==> src/rtl/pc_fetch_controller_if.sv <==
// Bus bundle between the fetch controller and its memory, decode and control neighbours.
interface pc_fetch_controller_if;
  localparam int unsigned XLEN = 32;

  logic            imem_req;
  logic [XLEN-1:0] imem_addr;
  logic            imem_ack;
  logic [XLEN-1:0] imem_rdata;
  logic            instr_valid;
  logic [XLEN-1:0] instr;
  logic [XLEN-1:0] instr_pc;
  logic            id_ready;
  logic            redirect_valid;
  logic [XLEN-1:0] redirect_pc;
  logic            halt;
  logic [XLEN-1:0] pc;
  logic            halted;
  logic            misalign_err;

  // Fetch controller side
  modport master (
    output imem_req, imem_addr, instr_valid, instr, instr_pc, pc, halted, misalign_err,
    input  imem_ack, imem_rdata, id_ready, redirect_valid, redirect_pc, halt
  );

  // Memory / decode / control side
  modport slave (
    input  imem_req, imem_addr, instr_valid, instr, instr_pc, pc, halted, misalign_err,
    output imem_ack, imem_rdata, id_ready, redirect_valid, redirect_pc, halt
  );
endinterface

==> src/rtl/pc_fetch_controller.sv <==
// Fetch PC sequencer: one outstanding imem request, single-entry instruction buffer,
// redirect/flush and halt handling.
module pc_fetch_controller #(
  parameter logic [31:0] RESET_PC = 32'h0000_0000,
  parameter int unsigned PC_STEP  = 4
) (
  input logic                    clock,
  input logic                    reset_n,
  pc_fetch_controller_if.master  bus
);

  localparam int unsigned XLEN = 32;

  typedef enum logic [2:0] {
    START  = 3'd0,
    FETCH  = 3'd1,
    HOLD   = 3'd2,
    FLUSH  = 3'd3,
    HALTED = 3'd4
  } state_e;

  state_e          state_q, state_d;
  logic [XLEN-1:0] pc_q, pc_d;
  logic            req_q, req_d;
  logic [XLEN-1:0] addr_q, addr_d;
  logic            valid_q, valid_d;
  logic [XLEN-1:0] instr_q, instr_d;
  logic [XLEN-1:0] ipc_q, ipc_d;
  logic            halted_q, halted_d;
  logic            mis_q, mis_d;
  logic            resume;

  // Next-state and next-output computation; redirect overrides the normal flow.
  always_comb begin
    state_d  = state_q;
    pc_d     = pc_q;
    req_d    = req_q;
    addr_d   = addr_q;
    valid_d  = valid_q;
    instr_d  = instr_q;
    ipc_d    = ipc_q;
    mis_d    = mis_q;
    resume   = 1'b0;

    if (bus.redirect_valid) begin
      pc_d    = {bus.redirect_pc[XLEN-1:2], 2'b00};
      valid_d = 1'b0;
      if (bus.redirect_pc[1:0] != 2'b00) mis_d = 1'b1;
      unique case (state_q)
        START, HOLD: resume = 1'b1;
        FETCH: begin
          if (bus.imem_ack) begin
            // Returned data is stale; restart immediately at the target.
            state_d = FETCH;
            req_d   = 1'b1;
            addr_d  = pc_d;
          end else begin
            state_d = FLUSH;
          end
        end
        // An ack arriving now closes the old handshake, so the flush is done.
        FLUSH:   resume = bus.imem_ack;
        HALTED:  state_d = HALTED;
        default: state_d = START;
      endcase
    end else begin
      unique case (state_q)
        START: resume = 1'b1;
        FETCH: begin
          if (bus.imem_ack) begin
            instr_d = bus.imem_rdata;
            ipc_d   = addr_q;
            valid_d = 1'b1;
            pc_d    = pc_q + XLEN'(PC_STEP);
            req_d   = 1'b0;
            state_d = HOLD;
          end
        end
        HOLD: begin
          if (bus.id_ready) begin
            valid_d = 1'b0;
            resume  = 1'b1;
          end
        end
        FLUSH: resume = bus.imem_ack;
        HALTED: begin
          if (!bus.halt) begin
            state_d = FETCH;
            req_d   = 1'b1;
            addr_d  = pc_q;
          end
        end
        default: state_d = START;
      endcase
    end

    // Transfer boundary: halt is sampled here, otherwise issue the next request.
    if (resume) begin
      if (bus.halt) begin
        state_d = HALTED;
        req_d   = 1'b0;
      end else begin
        state_d = FETCH;
        req_d   = 1'b1;
        addr_d  = pc_d;
      end
    end

    halted_d = (state_d == HALTED);
  end

  // State and output registers with synchronous active-low reset.
  always_ff @(posedge clock) begin
    if (!reset_n) begin
      state_q  <= START;
      pc_q     <= RESET_PC;
      req_q    <= 1'b0;
      addr_q   <= '0;
      valid_q  <= 1'b0;
      instr_q  <= '0;
      ipc_q    <= '0;
      halted_q <= 1'b0;
      mis_q    <= 1'b0;
    end else begin
      state_q  <= state_d;
      pc_q     <= pc_d;
      req_q    <= req_d;
      addr_q   <= addr_d;
      valid_q  <= valid_d;
      instr_q  <= instr_d;
      ipc_q    <= ipc_d;
      halted_q <= halted_d;
      mis_q    <= mis_d;
    end
  end

  assign bus.imem_req     = req_q;
  assign bus.imem_addr    = addr_q;
  assign bus.instr_valid  = valid_q;
  assign bus.instr        = instr_q;
  assign bus.instr_pc     = ipc_q;
  assign bus.pc           = pc_q;
  assign bus.halted       = halted_q;
  assign bus.misalign_err = mis_q;

endmodule

==> src/flat_wrapper.sv <==
// flat-port wrapper written by rule: the top's interface ports become plain ports
module pc_fetch_controller_flat 
#(
  parameter logic [31:0] RESET_PC = 32'h0000_0000,
  parameter int unsigned PC_STEP  = 4
)
  (clock, reset_n, bus_imem_req, bus_imem_addr, bus_instr_valid, bus_instr, bus_instr_pc, bus_pc, bus_halted, bus_misalign_err, bus_imem_ack, bus_imem_rdata, bus_id_ready, bus_redirect_valid, bus_redirect_pc, bus_halt);
  pc_fetch_controller_if bus_i ();
  input logic clock;
  input logic reset_n;
  output wire logic [$bits(bus_i.imem_req)-1:0] bus_imem_req;
  output wire logic [$bits(bus_i.imem_addr)-1:0] bus_imem_addr;
  output wire logic [$bits(bus_i.instr_valid)-1:0] bus_instr_valid;
  output wire logic [$bits(bus_i.instr)-1:0] bus_instr;
  output wire logic [$bits(bus_i.instr_pc)-1:0] bus_instr_pc;
  output wire logic [$bits(bus_i.pc)-1:0] bus_pc;
  output wire logic [$bits(bus_i.halted)-1:0] bus_halted;
  output wire logic [$bits(bus_i.misalign_err)-1:0] bus_misalign_err;
  input wire logic [$bits(bus_i.imem_ack)-1:0] bus_imem_ack;
  input wire logic [$bits(bus_i.imem_rdata)-1:0] bus_imem_rdata;
  input wire logic [$bits(bus_i.id_ready)-1:0] bus_id_ready;
  input wire logic [$bits(bus_i.redirect_valid)-1:0] bus_redirect_valid;
  input wire logic [$bits(bus_i.redirect_pc)-1:0] bus_redirect_pc;
  input wire logic [$bits(bus_i.halt)-1:0] bus_halt;
  assign bus_imem_req = bus_i.imem_req;
  assign bus_imem_addr = bus_i.imem_addr;
  assign bus_instr_valid = bus_i.instr_valid;
  assign bus_instr = bus_i.instr;
  assign bus_instr_pc = bus_i.instr_pc;
  assign bus_pc = bus_i.pc;
  assign bus_halted = bus_i.halted;
  assign bus_misalign_err = bus_i.misalign_err;
  assign bus_i.imem_ack = bus_imem_ack;
  assign bus_i.imem_rdata = bus_imem_rdata;
  assign bus_i.id_ready = bus_id_ready;
  assign bus_i.redirect_valid = bus_redirect_valid;
  assign bus_i.redirect_pc = bus_redirect_pc;
  assign bus_i.halt = bus_halt;
  pc_fetch_controller #(.RESET_PC(RESET_PC), .PC_STEP(PC_STEP)) u_core (.clock(clock), .reset_n(reset_n), .bus(bus_i));
endmodule
==> config.mk <==
export PLATFORM = sky130hd
export DESIGN_NAME = pc_fetch_controller_flat
export DESIGN_NICKNAME = d
export VERILOG_FILES = /design/src/rtl/pc_fetch_controller_if.sv /design/src/rtl/pc_fetch_controller.sv /design/src/flat_wrapper.sv
export SDC_FILE = /design/constraint.sdc
export NUM_CORES = 1
export LEC_CHECK = 0
export ABC_CLOCK_PERIOD_IN_PS = 2340
export CORE_MARGIN = 3
export CORE_UTILIZATION = 46
export DETAILED_ROUTE_END_ITERATION = 8
export PLACE_DENSITY = 0.85
export RECOVER_POWER = 50
export SLEW_MARGIN = 25
export SYNTH_ARGS = -nofsm -noshare
export SYNTH_HDL_FRONTEND = slang
export SYNTH_SLANG_ARGS = --single-unit
==> constraint.sdc <==
create_clock -name clock -period 2.34 [get_ports clock]
set_clock_uncertainty 0.2 [all_clocks]
set_input_delay 0.351 -clock clock [delete_from_list [all_inputs] [get_ports clock]]
set_output_delay 0.351 -clock clock [all_outputs]
set_load 0.01 [all_outputs]
### Yosys cells after proc, flatten, opt, wreduce, memory -nomap -nowiden

Cells that the tools add are included.

* register bits after elaboration: 135
* bits of input ports: 70
* output and inout bits: 132

* add/sub/neg operators: 1
* equality and inequality tests: 11
* multiplexer cells: 32
* bitwise operators: 2
* reduce and logical (&&, ||, !) cells: 11

Operators with widths (count)
* 32-bit two-way mux: 10
* 32-bit by 3-bit adder with 32-bit output (second input constant): 1
* 3-bit one-hot mux with 3 select lines: 2
* 3-bit two-way mux: 5
* 1-bit two-way mux: 10
* 3-bit by 2-bit == test with 1-bit output (second input constant): 2
* 3-bit == test (second input constant): 2
* 3-bit by 2-bit inequality test with 1-bit output (second input constant): 2
* 1-bit one-hot mux with 2 select lines: 3
* 3-bit AND reduction: 2
* 5-bit AND reduction: 1
* 2-bit inequality test (second input constant): 2
* 4-bit by 3-bit inequality test with 1-bit output (second input constant): 1
* 2-bit nonzero test: 2
* 2-bit OR reduction: 2
* 3-bit by 1-bit == test with 1-bit output (second input constant): 1
* 3-bit logical NOT: 1
* 3-bit by 1-bit inequality test with 1-bit output (second input constant): 1
* 1-bit one-hot mux with 3 select lines: 1
* 3-bit nonzero test: 1
* 3-bit OR reduction: 1
* 2-bit two-way mux: 1
* 1-bit inverter: 2
* 2-bit AND reduction: 1

### Depth between registers and ports, before layout

* word-level depth: 6
* mapped depth: 9
* gate-level depth less buffers: 7

### Worst setup path after synthesis

Ideal clock, no wire load.

* kind: reg-to-reg
* start: register u_core.pc_q[4] (netlist: u_core.bus.pc[4])
* end: register u_core.addr_q[30] (netlist: u_core.bus.imem_addr[30])
* data arrival time: 1639 ps
* slack: 375 ps
* cell stages (with the launch flop): 8
* cells stage by stage: dfxtp_1 > nand3_1 > nor3_4 > buf_6 > nand4_1 > xnor2_1 > mux2i_1 > o32ai_1

* word-level cells in the longest chain between the ends: 6

Ends and longest elaborated chain
* start, declared: line pc_fetch_controller.sv:23 `logic [XLEN-1:0] pc_q, pc_d;`
* start signal, assigned: line pc_fetch_controller.sv:126 `pc_q <= pc_d;`
* 32-bit by 3-bit adder with 32-bit output: line pc_fetch_controller.sv:74 `pc_d = pc_q + XLEN'(PC_STEP);`
* 32-bit two-way mux: line pc_fetch_controller.sv:70 `if (bus.imem_ack) begin`
* 32-bit two-way mux: line pc_fetch_controller.sv:67 `unique case (state_q)`
* 32-bit two-way mux: line pc_fetch_controller.sv:45 `if (bus.redirect_valid) begin`
* 32-bit two-way mux: line pc_fetch_controller.sv:99 `if (bus.halt) begin`
* 32-bit two-way mux: line pc_fetch_controller.sv:98 `if (resume) begin`
* end signal, assigned: line pc_fetch_controller.sv:128 `addr_q <= addr_d;`
* end, declared: line pc_fetch_controller.sv:25 `logic [XLEN-1:0] addr_q, addr_d;`

Every way passes these cells.
A chain may end at the register's enable or synchronous reset.

### Final worst setup path

* start: input port bus_imem_ack
* end: register u_core.ipc_q[6] (netlist: u_core.bus.instr_pc[6])

* word-level cells in the longest chain between the ends: 1

Ends and longest elaborated chain
* start, declared: line flat_wrapper.sv:19 `input wire logic [$bits(bus_i.imem_ack)-1:0] bus_imem_ack;`
* 3-bit AND reduction (no source line)
* end signal, assigned: line pc_fetch_controller.sv:131 `ipc_q <= ipc_d;`
* end, declared: line pc_fetch_controller.sv:28 `logic [XLEN-1:0] ipc_q, ipc_d;`

Every way passes these cells.

==> results.cfg <==
[cells_and_area]
fillers = 938
final_nets = 991
register_area_um2 = 2700
area_growth_pct = 49.5
layout-drive-gt1-share_pct = 11.0
utilization_pct = 71.9
fin_cells = 1100
multi_input_area_um2 = 2970
final_area_um2 = 8850

[route]
drt_iter0_drc = 531
antenna_left = 0
firstDrtPassIters = 5
wl_per_cell_um = 17.5
vias = 6146
drt_wl_total_mm = 19.2
via_per_inst = 5.59
drcViolationCount = 0

[clock_tree]
htreeDepth = 4
cts_tree = built
clockRootBuffer = clkbuf_16
cts_sinks = 135
clk_latency_ps = 420
cts_buffer_depth = 2
cts_made_buffers = 17
clkTransAtPathRegs_ps = 50

[synth]
synth.distinct_cells = 56
synth_edf_count = 0
yosysSeqAreaShare_pct = 45.6
syn_area_um2 = 5920
synth_nets = 771
ys_seq_elements = 135
synthArstFlopShare_pct = 0
synth_area_per_cell_um2 = 8.46
synth_cells = 700
ys.flop_type = dfxtp_1
yosys_warnings = 0

[global_routing]
grt_max_degree = 50
grt_busiest_layer = met2
met2_usage_pct = 44.5
grt_pass1_vias = 5913
grtUsageMet1_pct = 34.0
grt_pass1_wl_mm = 30.8
grt.overflow.total = 0
grt_use_total_pct = 26.9
antenna_found_initial = 0
met3_usage_pct = 6.60

[die]
dieArea_um2 = 14300
die_w_um = 119
initial_utilization_pct = 48.1
io_pins = 202
die_h_um = 119
core-area_um2 = 12300
rows = 40

[critical_path]
start_kind = input pin
worstSetupEndpointType = register
critPathMaxFanout = 40
critPathRequiredTime_ps = 2390
critPathArrivalTime_ps = 2250
crit_type = input pin to register

[sta]
setup_violations = 0
drv_slew = 0
fmax_mhz = 453
tightestPinTransition_ps = 1050
period_needed_ps = 2210
finalHoldViolations = 0
slew_headroom_pct = 30.3
tns_ps = 0
rsz0062_at_grt = no
finalCritPeriodShare_pct = 94.3

[flow_run]
cap_violations = 0

[power]
power.leakage_nw = 3.46
power_density_nw_per_um2 = 655
peakVddDrop_mv = 0.491

[status]
status = finished, final reports clean

[placed_design]
numPortBuffers = 201
place_congestion = 0.870
placed_cells = 1069
place_area_um2 = 8380
dpl.hpwl_mm = 13.6

[hold_path]
min_path_type = input pin to register
routing by layer:
metal | part of all wire [%] | wire (um)
met2 | 50 | 9520
met5 | 0 | 0
met3 | 7.5 | 1430
met1 | 41 | 7880
met4 | 2.0 | 394
area by class of cell:
class	instances	share of cell area [%]
Antenna cell	1	0.0283
Inverter	4	0.170
Clock inverter	2	0.170
Tap cell	168	2.37
Clock buffer	28	5.72
Sequential cell	135	30.5
Multi-Input combinational cell	510	33.5
Timing Repair Buffer	252	27.5
sequential cells by signal, indices dropped and copies added, names as in the netlist:
register                 cells
u_core.bus.pc               32
u_core.bus.imem_addr        32
u_core.state_q               3
u_core.bus.instr            32
u_core.bus.misalign_err      1
u_core.bus.imem_req          1
u_core.bus.instr_valid       1
u_core.bus.halted            1
u_core.bus.instr_pc         32
cells by family (layout without fill, tap and decap cells):
kind of cell               count (synthesis)  in the layout  synth area share [%]
DFF                                      135            135                  45.6
muxes                                      8              8                  1.35
xor gates and xnor gates                  28             28                  4.14
adders and majority gates                  1              1                 0.211
other                                      0              1                     0
and+or+nand+nor                          305            305                  24.9
AOI/OAI and AO/OA                        168            168                  19.5
buffers and inverters                     55            286                  4.35
critical path, cell delays in order:
cell	delay [ps]
clkdlybuf4s50_1	600
buf_4	180
and4bb_2	320
clkbuf_1	200
nand2_2	110
buf_4	270
nand2_1	130
a21oi_1	80
per-stage QoR:
step | power [mW] | setup WS [ps] | hold slack (ps)
CTS | 5.87 | 147 | 55.7
global placement | 3.48 | -178 | 232
detailed placement | 3.50 | -208 | 245
floorplan | 2.98 | 375 | 270
global route | 6.02 | 34.1 | 88.2
finish | 5.80 | 134 | 68.9
cells in the mapped netlist (6+ instances only):
cell type,instances,share of area (%)
a21oi_1,73,6.2
a222oi_1,6,1.0
and2_1,7,0.74
and3_1,9,0.95
buf_2,14,1.2
clkbuf_1,29,1.8
dfxtp_1,135,46
mux2i_1,8,1.4
nand2_1,149,9.4
nand3_1,15,1.3
nand4_1,11,1.2
nor2_1,60,3.8
nor3_1,8,0.68
o21ai_0,23,1.9
o221ai_1,18,2.7
o22ai_1,8,0.84
o32ai_1,10,1.5
o32ai_2,8,2.2
or3_1,18,1.9
xnor2_1,24,3.5
final timing paths:
kind,start,to,slack (ps),cells after the start
worst max-delay path,bus_imem_ack,u_core.bus.instr_pc[6],130,8
worst min-delay path,bus_redirect_valid,u_core.bus.instr_valid,70,2
worst max register to register,u_core.state_q[2],u_core.bus.instr_pc[6],160,7
worst min register to register,u_core.bus.instr[28],u_core.bus.instr[28],250,2
where the power goes:
| part | leakage [nW] | internal, mW | switching [mW] |
|---|---|---|---|
| sequential | 1.10 | 2.41 | 0.114 |
| clock | 0.247 | 1.45 | 0.916 |
| combinational | 2.11 | 0.468 | 0.434 |
| total | 3.46 | 4.33 | 1.46 |
repair_timing:
item / 4_1_cts / 5_1_grt
endpoints found under the setup margin: 0 / 3
buffers inserted: 0 / 0
hold buffers: 0 / 0
gates resized for setup: 0 / 1
placed cells by master (no fill, tap or decap), types with 3 or more instances in the layout:
cell / synthesis / routed
nor4_1: 3 / 3
and3_1: 9 / 9
nand3_1: 15 / 15
nor3_2: 4 / 4
dlygate4sd3_1: 0 / 108
clkbuf_16: 0 / 17
a21oi_1: 73 / 73
buf_12: 0 / 5
o22ai_1: 8 / 8
xnor2_1: 24 / 24
or3_1: 18 / 18
nor3_1: 8 / 8
mux2i_1: 8 / 8
clkbuf_1: 29 / 9
and4_1: 3 / 3
clkdlybuf4s50_1: 0 / 92
buf_4: 5 / 40
nand2_1: 149 / 148
inv_1: 3 / 4
o32ai_1: 10 / 10
clkbuf_2: 0 / 4
nand4_1: 11 / 11
a211oi_1: 5 / 5
dfxtp_1: 135 / 134
and2_1: 7 / 7
xor2_1: 4 / 4
nor2_1: 60 / 60
a222oi_1: 6 / 6
o221ai_1: 18 / 18
clkbuf_8: 0 / 4
nand2b_1: 3 / 3
o21ai_0: 23 / 23
o32ai_2: 8 / 8
No activity file was read; power rests on OpenSTA's default activity.
